--- src/rtl/tsp_pkg.sv ---
// Shared definitions for the TSP solver datapath: default widths, controller
// state encoding and the saturating adder used by the tour-length accumulator.
package tsp_pkg;

    localparam int IDX_W   = 6;
    localparam int COORD_W = 32;
    localparam int ACC_W   = 32;

    typedef enum logic [1:0] {
        S_IDLE  = 2'd0,
        S_READ  = 2'd1,
        S_DRAIN = 2'd2,
        S_FIN   = 2'd3
    } state_e;

    // Adds two zero-extended operands and clamps to 2^w-1; bit 64 flags the clamp.
    function automatic logic [64:0] sat_add(input logic [63:0] a, input logic [63:0] b,
                                            input int unsigned w);
        logic [64:0] sum;
        logic [64:0] lim;
        sum = {1'b0, a} + {1'b0, b};
        lim = 65'd1 << w;
        if (sum >= lim) begin
            return {1'b1, lim[63:0] - 64'd1};
        end
        return {1'b0, sum[63:0]};
    endfunction

endpackage

--- src/rtl/sat_accum.sv ---
// Saturating accumulator with sticky overflow flag. value/sat present the
// result including this cycle's clear/enable, so a final add is visible at once.
module sat_accum #(
    parameter int W  = 32,
    parameter int AW = 32
) (
    input  logic          clk,
    input  logic          rst,
    input  logic          clear,
    input  logic          enable,
    input  logic [AW-1:0] addend,
    output logic [W-1:0]  value,
    output logic          sat
);
    import tsp_pkg::sat_add;

    logic [W-1:0] value_q, value_d;
    logic         sat_q, sat_d;
    logic [64:0]  sum;

    always_comb begin
        sum     = sat_add(64'(value_q), 64'(addend), W);
        value_d = value_q;
        sat_d   = sat_q;
        if (clear) begin
            value_d = '0;
            sat_d   = 1'b0;
        end else if (enable) begin
            value_d = sum[W-1:0];
            sat_d   = sat_q | sum[64] | (|(sum[63:0] >> W));
        end
    end

    always_ff @(posedge clk) begin
        if (rst) begin
            value_q <= '0;
            sat_q   <= 1'b0;
        end else begin
            value_q <= value_d;
            sat_q   <= sat_d;
        end
    end

    assign value = value_d;
    assign sat   = sat_d;

endmodule

--- src/rtl/tour_length_ctrl.sv ---
// Closed-tour length sequencer: streams consecutive city pairs (including the
// wrap-around edge) from the tour RAM into the external distance unit and sums them.
module tour_length_ctrl #(
    parameter int IDX_W   = tsp_pkg::IDX_W,
    parameter int COORD_W = tsp_pkg::COORD_W,
    parameter int ACC_W   = tsp_pkg::ACC_W
) (
    input  logic               clk,
    input  logic               rst,
    input  logic               start,
    input  logic [IDX_W:0]     n_cities,
    output logic [IDX_W-1:0]   mem_addr,
    output logic               mem_ren,
    input  logic [COORD_W-1:0] mem_x,
    input  logic [COORD_W-1:0] mem_y,
    output logic [COORD_W-1:0] dist_x1,
    output logic [COORD_W-1:0] dist_y1,
    output logic [COORD_W-1:0] dist_x2,
    output logic [COORD_W-1:0] dist_y2,
    input  logic [COORD_W-1:0] dist_res,
    output logic               busy,
    output logic               done,
    output logic [ACC_W-1:0]   total,
    output logic               sat
);
    import tsp_pkg::state_e;
    import tsp_pkg::S_IDLE;
    import tsp_pkg::S_READ;
    import tsp_pkg::S_DRAIN;
    import tsp_pkg::S_FIN;

    localparam logic [IDX_W:0] N_MAX = {1'b1, {IDX_W{1'b0}}};
    localparam logic [IDX_W:0] N_MIN = {{(IDX_W-1){1'b0}}, 2'b10};
    localparam logic [IDX_W:0] ONE   = {{IDX_W{1'b0}}, 1'b1};

    state_e             state_q, state_d;
    logic [IDX_W:0]     n_q, n_d, cnt_q, cnt_d, n_clamp;
    logic               first_q, first_d, rvld_q, rvld_d;
    logic [COORD_W-1:0] prev_x_q, prev_x_d, prev_y_q, prev_y_d;
    logic [COORD_W-1:0] p_x_q, p_x_d, p_y_q, p_y_d;
    logic [ACC_W-1:0]   total_q, total_d, acc_value;
    logic               sat_q, sat_d, acc_sat;
    logic               acc_clear, add_en;

    assign n_clamp = (n_cities > N_MAX) ? N_MAX : n_cities;

    always_comb begin
        state_d   = state_q;
        n_d       = n_q;
        cnt_d     = cnt_q;
        first_d   = first_q;
        rvld_d    = 1'b0;
        prev_x_d  = prev_x_q;
        prev_y_d  = prev_y_q;
        p_x_d     = p_x_q;
        p_y_d     = p_y_q;
        total_d   = total_q;
        sat_d     = sat_q;
        mem_ren   = 1'b0;
        mem_addr  = '0;
        acc_clear = 1'b0;
        add_en    = 1'b0;

        case (state_q)
            S_IDLE: begin
                if (start) begin
                    if (n_clamp >= N_MIN) begin
                        n_d       = n_clamp;
                        cnt_d     = '0;
                        first_d   = 1'b1;
                        acc_clear = 1'b1;
                        state_d   = S_READ;
                    end else begin
                        total_d = '0;
                        sat_d   = 1'b0;
                        state_d = S_FIN;
                    end
                end
            end
            S_READ: begin
                // Issues addresses 0..n-1 and then 0 once more to close the tour.
                mem_ren = 1'b1;
                rvld_d  = 1'b1;
                if (cnt_q == n_q) begin
                    state_d = S_DRAIN;
                end else begin
                    mem_addr = cnt_q[IDX_W-1:0];
                    cnt_d    = cnt_q + ONE;
                end
            end
            S_DRAIN: begin
                total_d = acc_value;
                sat_d   = acc_sat;
                state_d = S_FIN;
            end
            S_FIN:   state_d = S_IDLE;
            default: state_d = S_IDLE;
        endcase

        if (rvld_q) begin
            prev_x_d = mem_x;
            prev_y_d = mem_y;
            if (first_q) begin
                first_d = 1'b0;
            end else begin
                add_en = 1'b1;
                p_x_d  = mem_x;
                p_y_d  = mem_y;
            end
        end
    end

    always_ff @(posedge clk) begin
        if (rst) begin
            state_q  <= S_IDLE;
            n_q      <= '0;
            cnt_q    <= '0;
            first_q  <= 1'b0;
            rvld_q   <= 1'b0;
            prev_x_q <= '0;
            prev_y_q <= '0;
            p_x_q    <= '0;
            p_y_q    <= '0;
            total_q  <= '0;
            sat_q    <= 1'b0;
        end else begin
            state_q  <= state_d;
            n_q      <= n_d;
            cnt_q    <= cnt_d;
            first_q  <= first_d;
            rvld_q   <= rvld_d;
            prev_x_q <= prev_x_d;
            prev_y_q <= prev_y_d;
            p_x_q    <= p_x_d;
            p_y_q    <= p_y_d;
            total_q  <= total_d;
            sat_q    <= sat_d;
        end
    end

    sat_accum #(
        .W  (ACC_W),
        .AW (COORD_W)
    ) u_acc (
        .clk    (clk),
        .rst    (rst),
        .clear  (acc_clear),
        .enable (add_en),
        .addend (dist_res),
        .value  (acc_value),
        .sat    (acc_sat)
    );

    // Second operand follows the RAM output only while an edge is being added.
    assign dist_x1 = prev_x_q;
    assign dist_y1 = prev_y_q;
    assign dist_x2 = add_en ? mem_x : p_x_q;
    assign dist_y2 = add_en ? mem_y : p_y_q;
    assign busy    = (state_q == S_READ) || (state_q == S_DRAIN);
    assign done    = (state_q == S_FIN);
    assign total   = total_q;
    assign sat     = sat_q;

endmodule

--- config.mk ---
export PLATFORM = sky130hd
export DESIGN_NAME = tour_length_ctrl
export DESIGN_NICKNAME = d
export VERILOG_FILES = /design/src/rtl/tsp_pkg.sv /design/src/rtl/sat_accum.sv /design/src/rtl/tour_length_ctrl.sv
export SDC_FILE = /design/constraint.sdc
export NUM_CORES = 1
export LEC_CHECK = 0
export ABC_AREA = 1
export ABC_CLOCK_PERIOD_IN_PS = 2300
export BUFFER_PORTS_ARGS = -buffer_cell sky130_fd_sc_hd__clkbuf_2
export CAP_MARGIN = 25
export CELL_PAD_IN_SITES_DETAIL_PLACEMENT = 1
export CELL_PAD_IN_SITES_GLOBAL_PLACEMENT = 1
export CORE_MARGIN = 2
export CORE_UTILIZATION = 37
export DETAILED_ROUTE_END_ITERATION = 8
export MAX_ROUTING_LAYER = met4
export PLACE_DENSITY_LB_ADDON = 0.1
export REMOVE_ABC_BUFFERS = 1
export SETUP_SLACK_MARGIN = 0.2
export SYNTH_ARGS = -nofsm -noshare
export SYNTH_HDL_FRONTEND = slang
export SYNTH_SLANG_ARGS = --single-unit
--- constraint.sdc ---
create_clock -name clk -period 2.3 [get_ports clk]
set_input_delay 0.115 -clock clk [delete_from_list [all_inputs] [get_ports clk]]
set_output_delay 0.115 -clock clk [all_outputs]
set_load 0.05 [all_outputs]
==> results.txt, run 1 <==
final wirelength: 43470 um
Max Cap Viol: 0
CTS Root Cell: clkbuf_16
layout cell share with drive strength beyond 1: 26.41%
slew margin rel.: 40.69%
CP Data Arrival Time: 2.74 ns
P&R area growth vs syn: 45.55%
antenna-violating nets left: 0
core area: 28550 um2
DIE AREA: 30280 um2
flip-flop and latch count after synthesis: 212
worst hold path cell count: 5
Largest delay share family, worst path: simple AND/OR/NAND/NOR gates
crit path cell chain: ha_4, inv_2, fa_2, inv_2, nand2_2, nand2_2, nand3_2, nand2_4, nand2_4, nand2_4, nand2_4, nand2_4, nor2_4, buf_12, buf_12, clkbuf_16, a21boi_2
power per cell area: 1076 nW/um2
final hold vios: 0
worst-margin pin slew: 0.8897 ns
GRT overflow: 0
Hold Crit Class: primary input to register
Crit Path Class: register to register
worst reg2reg setup slack: 0.05 ns
initial antenna violation count: 0
initial core utilization: 37.47%
Worst VDD drop: 0.7199 mV
vias in the first global route: 12.80k
Die W: 174.0 um
Reg clk slew, reported paths: 0.06 ns
hold worst-path end: state_q[0]
Worst EP required: 2.78 ns
worst hold margin: 0.02330 ns
FP Rows: 62
synth warn: 0
Pleak: 7.932 nW
Final Cycle Share: 98.03%
CP max stage delay: 0.35 ns
gpl congestion: 0.8785
Worst Path Buf+Inv: 5
First DRT Iteration DRCs: 437
Clock Path Buffers: 3
Slowest-stage cell, CP: dfxtp_2
I/O pins: 276
Setup crit end kind: register
H-Tree Depth: 1
layout net count: 2143
Yosys cell types: 38
Top FF cell, synth: dfxtp_1
Inserted Diodes: 0
Fin Setup TNS: 0 ns
startpoint types: register
FMAX: 0.4435 GHz
unrepaired setup endpoints after global routing: true
ys async rst share: 0%
Post-route DRC: 0
FF-to-FF End: u_acc.value_q[14]
hpwl dp: 27960 um
total CTS buffers: 26
clk sink count: 212
post-DR vias/cell: 4.958
port bufs: 275
leading area contributor after synthesis: dfxtp_1
die height: 174.0 um
setup violators final: 0
Fin Clk Skew: 0.01123 ns
top post-synthesis cells by area: dfxtp_1 (40%), nand2_1 (18%), nor2_1 (8.9%)
post-synthesis average cell area: 6.582 um2
Post-Synthesis Cells: 1625
worst-path fanout max: 6
clk_lat worst skew: 0.56 ns
hold_sp: start
crit path time final: 2.255 ns
Mapped Area: 10700 um2
first-pass GRT wire length: 66030 um
most frequent cell after synthesis: nand2_1
DR vias: 11.91k
number of synthesized flops with an enable pin: 0
total global-route track usage: 27.84%
status: completed
FF-to-FF Start: u_acc.value_q[0]
Fillers: 3706
Detailed Routing Iterations Pass 1: 4
DR WL/cell: 18.10 um
largest net degree at the start of global routing: 79
most frequent CP cell: nand2_4
top cells by count, synth: nand2_1 (523), nor2_1 (254), dfxtp_1 (212)
final slew viol count: 0
R2R cell count: 17
post-synth top area share: 39.68%
TritonCTS clock tree: built
Seq/Total Area, Yosys: 39.68%
## report_power, final
part           switching [mW]  internal (mW)
Sequential              0.323           4.24
Clock                    1.74           2.70
Combinational            5.42           2.34
## cell usage in the layout (no fill, tap or decap), drive strengths merged, types with 5 or more instances in the layout
| cell type | synthesis | final |
|---|---|---|
| a21boi | 27 | 27 |
| a21oi | 96 | 96 |
| and2 | 7 | 7 |
| buf | 20 | 75 |
| clkbuf | 49 | 303 |
| clkinv | 0 | 7 |
| dfxtp | 212 | 212 |
| dlygate4sd3 | 0 | 72 |
| ha | 37 | 37 |
| inv | 152 | 153 |
| nand2 | 537 | 537 |
| nand3 | 96 | 96 |
| nand3b | 5 | 5 |
| nand4 | 12 | 12 |
| nor2 | 259 | 259 |
| nor3 | 9 | 9 |
| o21ai | 70 | 70 |
| xnor2 | 11 | 11 |
| xor2 | 9 | 9 |
## what timing repair did
action	4_1_cts	5_1_grt
hold buffers	72	0
endpoints found under the setup margin	134	133
hold endpoints to repair	136	0
setup buffers	9	15
cloned	5	6
gates resized for setup	135	113
pin swaps	28	22
## worst max path at each step
stage | start | end | slack, ns | depth (start not counted)
final | u_acc.value_q[0] | u_acc.value_q[14] | 0.05 | 17
after global routing | u_acc.value_q[0] | total[2] | -0.06 | 19
after CTS | u_acc.value_q[0] | u_acc.value_q[15] | 0.08 | 16
after detailed placement | u_acc.value_q[0] | total[16] | -0.01 | 17
after global placement | u_acc.value_q[23] | u_acc.value_q[16] | 0.08 | 14
after floorplan | rvld_q | u_acc.value_q[15] | -7.06 | 6
## kinds of logic after synthesis
group	count (synthesis)	synth area share, %
compound gates	203	10.63
flops	212	39.68
fa+ha+maj	38	4.515
xor+xnor	20	1.638
simple gates	931	35.27
buf+inv	221	8.270
## routing by layer
metal	GRT usage (%)	wire length (um)	share of wire [%]
met1	29.82	17000	39
met2	49.22	21790	50
met3	6.212	2547	5.9
met4	12.25	2133	4.9
met5	-	0	0
## worst reg2reg max path: stages, from the launching register on
cell and delay (ns):
dfxtp_2 0.35, ha_4 0.14, inv_2 0.03, fa_2 0.34, inv_2 0.07, nand2_2 0.06, nand2_2 0.09, nand3_2 0.08
nand2_4 0.11, nand2_4 0.06, nand2_4 0.07, nand2_4 0.06, nand2_4 0.08, nor2_4 0.04, buf_12 0.14, buf_12 0.14
clkbuf_16 0.16, a21boi_2 0.13
## area by class of cell
cell class / instances / area [um2] / share of cell area, %
multi-input combinational: 1192 / 6186 / 39.73
sequential: 212 / 4259 / 27.36
timing repair buffer: 415 / 3137 / 20.15
clock buffer: 35 / 734.5 / 4.718
inverter: 152 / 583.1 / 3.745
tap: 384 / 480.5 / 3.086
clock inverter: 12 / 188.9 / 1.214
## metrics by stage
stage | cells | total power [mW] | worst slack [ns] | util, % | area (um2)
4_1_cts | 2381 | 16.30 | 0.08284 | 52.60 | 15020
2_1_floorplan | 1556 | 9.088 | -7.061 | - | 10380
6_report | 2402 | 16.76 | 0.04531 | 54.54 | 15570
3_3_place_gp | 2248 | 11.04 | 0.08041 | 44.15 | 12600
5_1_grt | 2402 | 17.60 | -0.05571 | 54.54 | 15570
3_5_place_dp | 2248 | 11.15 | -0.01449 | 44.15 | 12600
## flip-flops by register name (all words and copies together) (netlist names)
name and cells:
dist_x1 32, first_q 1, p_y_q 32, u_acc.sat_q 1, n_q 7, rvld_q 1
p_x_q 32, sat 1, cnt_q 7, u_acc.value_q 32, total 32, state_q 2
dist_y1 32
Note: power is estimated with default switching activity, not from simulation.
==> run 2: changes to the inputs <==
--- a/config.mk
+++ b/config.mk
@@ -5,14 +5,13 @@
 export SDC_FILE = /design/constraint.sdc
 export NUM_CORES = 1
 export LEC_CHECK = 0
-export ABC_AREA = 1
 export ABC_CLOCK_PERIOD_IN_PS = 2300
 export BUFFER_PORTS_ARGS = -buffer_cell sky130_fd_sc_hd__clkbuf_2
 export CAP_MARGIN = 25
 export CELL_PAD_IN_SITES_DETAIL_PLACEMENT = 1
 export CELL_PAD_IN_SITES_GLOBAL_PLACEMENT = 1
 export CORE_MARGIN = 2
-export CORE_UTILIZATION = 37
+export CORE_UTILIZATION = 38
 export DETAILED_ROUTE_END_ITERATION = 8
 export MAX_ROUTING_LAYER = met4
 export PLACE_DENSITY_LB_ADDON = 0.1
==> results.txt, run 2 <==
status: complete, but fails checks
failing checks: negative setup slack
initial antenna violation count: 0 (unchanged)
Pleak: 6.756 nW (-15%)
hpwl dp: 22210 um (-21%)
CP endpoint: total[13]
first-pass GRT wire length: 53560 um (-19%)
post-synthesis average cell area: 8.252 um2 (+25%)
TritonCTS clock tree: built
ys async rst share: 0% (unchanged)
Hold Crit Class: primary input to register
Mapped Area: 9647 um2 (-9.8%)
power per cell area: 1007 nW/um2 (-6.5%)
CTS Root Cell: clkbuf_16
Placement Cell Area: 12050 um2 (-4.4%)
Post-route DRC: 0 (unchanged)
layout cell share with drive strength beyond 1: 35.40% (+9.0 points)
Die W: 163.3 um (-6.1%)
Yosys cell types: 65 (+71%)
FF-to-FF Start: u_acc.value_q[0]
DR vias: 10.10k (-15%)
synth warn: 0 (unchanged)
Setup crit end kind: register
port bufs: 275 (unchanged)
crit path time final: 2.687 ns (+0.4325 ns)
First DRT Iteration DRCs: 430 (-1.6%)
vias in the first global route: 10.66k (-17%)
worst-path fanout max: 5 (-1)
GRT overflow: 0 (unchanged)
core area: 25040 um2 (-12%)
top post-synthesis cells by area: dfxtp_1 (44%), nand2_1 (9.8%), mux2i_1 (6.8%)
clk sink count: 212 (unchanged)
clk_lat worst skew: 0.54 ns (-0.02 ns)
post-DR vias/cell: 5.151 (+3.9%)
unrepaired setup endpoints after global routing: true
commonest non-fill, non-tap cells in the layout: nand2_1 (250), clkbuf_2 (212), dfxtp_1 (198)
leading area contributor after synthesis: dfxtp_1
H-Tree Depth: 1 (unchanged)
P&R area growth vs syn: 53.51%
Detailed Routing Iterations Pass 1: 4 (unchanged)
worst-margin pin slew: 0.6755 ns (-0.2141 ns)
total CTS buffers: 25 (-3.8%)
FF-to-FF End: total[13]
final slew viol count: 0 (unchanged)
slew margin rel.: 54.96% (+14 points)
R2R cell count: 13 (-4)
worst reg2reg setup slack: -0.39 ns (-0.43 ns)
top cells by count, synth: nand2_1 (251), dfxtp_1 (212), nor2_1 (156)
final worst slack: -0.3872 ns (-0.4325 ns)
Top FF cell, synth: dfxtp_1
Fillers: 2960 (-20%)
setup violators final: 65 (+65)
Final Cycle Share: 116.8% (+19 points)
CP Data Arrival Time: 3.11 ns (+0.37 ns)
Crit Path Class: register to register
total global-route track usage: 25.50% (-2.3 points)
layout net count: 1756 (-18%)
Worst VDD drop: 0.5892 mV (-18%)
Worst EP required: 2.72 ns (-0.06 ns)
number of synthesized flops with an enable pin: 0 (unchanged)
Setup WS pre-CTS: -0.6037 ns (-0.5892 ns)
startpoint types: register
post-synth top area share: 43.99% (+4.3 points)
Post-Synthesis Cells: 1169 (-28%)
Worst Setup SP: u_acc.value_q[0]
Fin Setup TNS: -14.06 ns (-14.06 ns)
most common cell after layout, fill and taps aside: nand2_1
DR WL/cell: 18.08 um (about the same)
largest net degree at the start of global routing: 141 (+78%)
most frequent cell after synthesis: nand2_1
Fin Clk Skew: 0.01310 ns (+0.001878 ns)
DIE AREA: 26680 um2 (-12%)
die height: 163.3 um (-6.1%)
gpl congestion: 0.7921 (-9.8%)
Clock Path Buffers: 3 (unchanged)
Seq/Total Area, Yosys: 43.99% (+4.3 points)
flip-flop and latch count after synthesis: 212 (unchanged)
final wirelength: 35460 um (-18%)
Max Cap Viol: 0 (unchanged)
initial core utilization: 38.53% (+1.1 points)
Design Area, Final: 14810 um2 (-4.9%)
worst hold margin: 0.01820 ns (-0.005101 ns)
FP Rows: 58 (-6.5%)
final hold vios: 0 (unchanged)
Reg clk slew, reported paths: 0.06 ns (about the same)
FMAX: 0.3721 GHz (-16%)
I/O pins: 276 (unchanged)
antenna-violating nets left: 0 (unchanged)
run 2: cell count changes after synthesis, moves of 54 or more:
| cell | previous run | this run |
|---|---|---|
| inv_1 | 151 | 14 |
| nand3_1 | 95 | 13 |
| nor2_1 | 254 | 156 |
| mux2i_1 | 0 | 66 |
| nand2_1 | 523 | 251 |
| o21ai_0 | 70 | 16 |
run 2: metal layers:
metal	GRT usage [%]	wire, um	up-vias	part of all wire, %
met4	7.200	941	0	2.7
met5	-	0	-	0
met1	28.98	14350	4935	40
li1	-	-	4885	-
met2	45.68	18470	220	52
met3	4.698	1700	62	4.8
run 2: critical path: stages, from the launching register on:
cell,delay [ns]
dfxtp_2,0.35
ha_4,0.14
inv_2,0.04
fa_2,0.35
nand2b_4,0.16
a21oi_4,0.17
o2111ai_4,0.16
a211oi_2,0.25
o21ai_2,0.11
a31oi_4,0.20
buf_6,0.16
buf_12,0.14
nor2_4,0.05
o31ai_2,0.30
run 2: how the worst min path moves through the flow:
stage / start / endpoint / slack (ns) / cells past startpoint
after floorplan: rst / cnt_q[1] / 0.18 / 1
after global placement: rst / rvld_q / 0.36 / 2
after detailed placement: rst / rvld_q / 0.37 / 2
after CTS: n_cities[3] / n_q[3] / 0.001 / 4
after global routing: n_cities[3] / n_q[3] / 0.04 / 4
final: n_cities[3] / n_q[3] / 0.02 / 4
run 2: power by group:
part / leakage (nW) / total (mW) / internal (mW) / switching (mW)
clock network: 0.403 / 4.07 / 2.42 / 1.65
registers: 1.73 / 4.37 / 4.12 / 0.244
logic: 4.63 / 6.47 / 2.21 / 4.26
total: 6.76 / 14.9 / 8.75 / 6.16
run 2: through the flow:
| stage | utilization [%] | power, mW | cells |
|---|---|---|---|
| 2_1_floorplan | - | 8.151 | 1103 |
| 3_3_place_gp | 48.15 | 9.855 | 1816 |
| 3_5_place_dp | 48.15 | 9.947 | 1816 |
| 4_1_cts | 56.48 | 14.46 | 1949 |
| 5_1_grt | 59.14 | 15.65 | 1960 |
| 6_report | 59.15 | 14.91 | 1961 |
run 2: timing repair:
action                     4_1_cts  5_1_grt
pin swaps                       55       66
hold endpoints to repair       136        0
resized for setup               82      172
buffers inserted                12        8
hold buffers                    73        0
setup endpoints to repair      124      121
cloned                           3        3
run 2: cells by family (layout without fill, tap and decap cells):
kind of cell / after synthesis / after routing / synth area share (%)
AND/OR/NAND/NOR: 513 / 513 / 22.40
AO/OA/AOI/OAI: 224 / 224 / 15.12
flip-flops: 212 / 212 / 43.99
buffers and inverters: 81 / 542 / 3.424
multiplexers: 67 / 67 / 6.965
adder cells (fa/ha/maj): 38 / 38 / 5.006
XOR/XNOR: 34 / 34 / 3.087
other: 0 / 1 / 0
run 2: cell type report:
cell class	instances	area [um2]	area share (%)
clock inverter	11	150.1	1.014
clock buffer	34	679.4	4.588
tap	330	412.9	2.788
antenna	1	2.502	0.01690
multi-input combinational	876	5717	38.60
timing repair buffer	482	3517	23.75
sequential	212	4274	28.86
inverter	15	56.30	0.3802
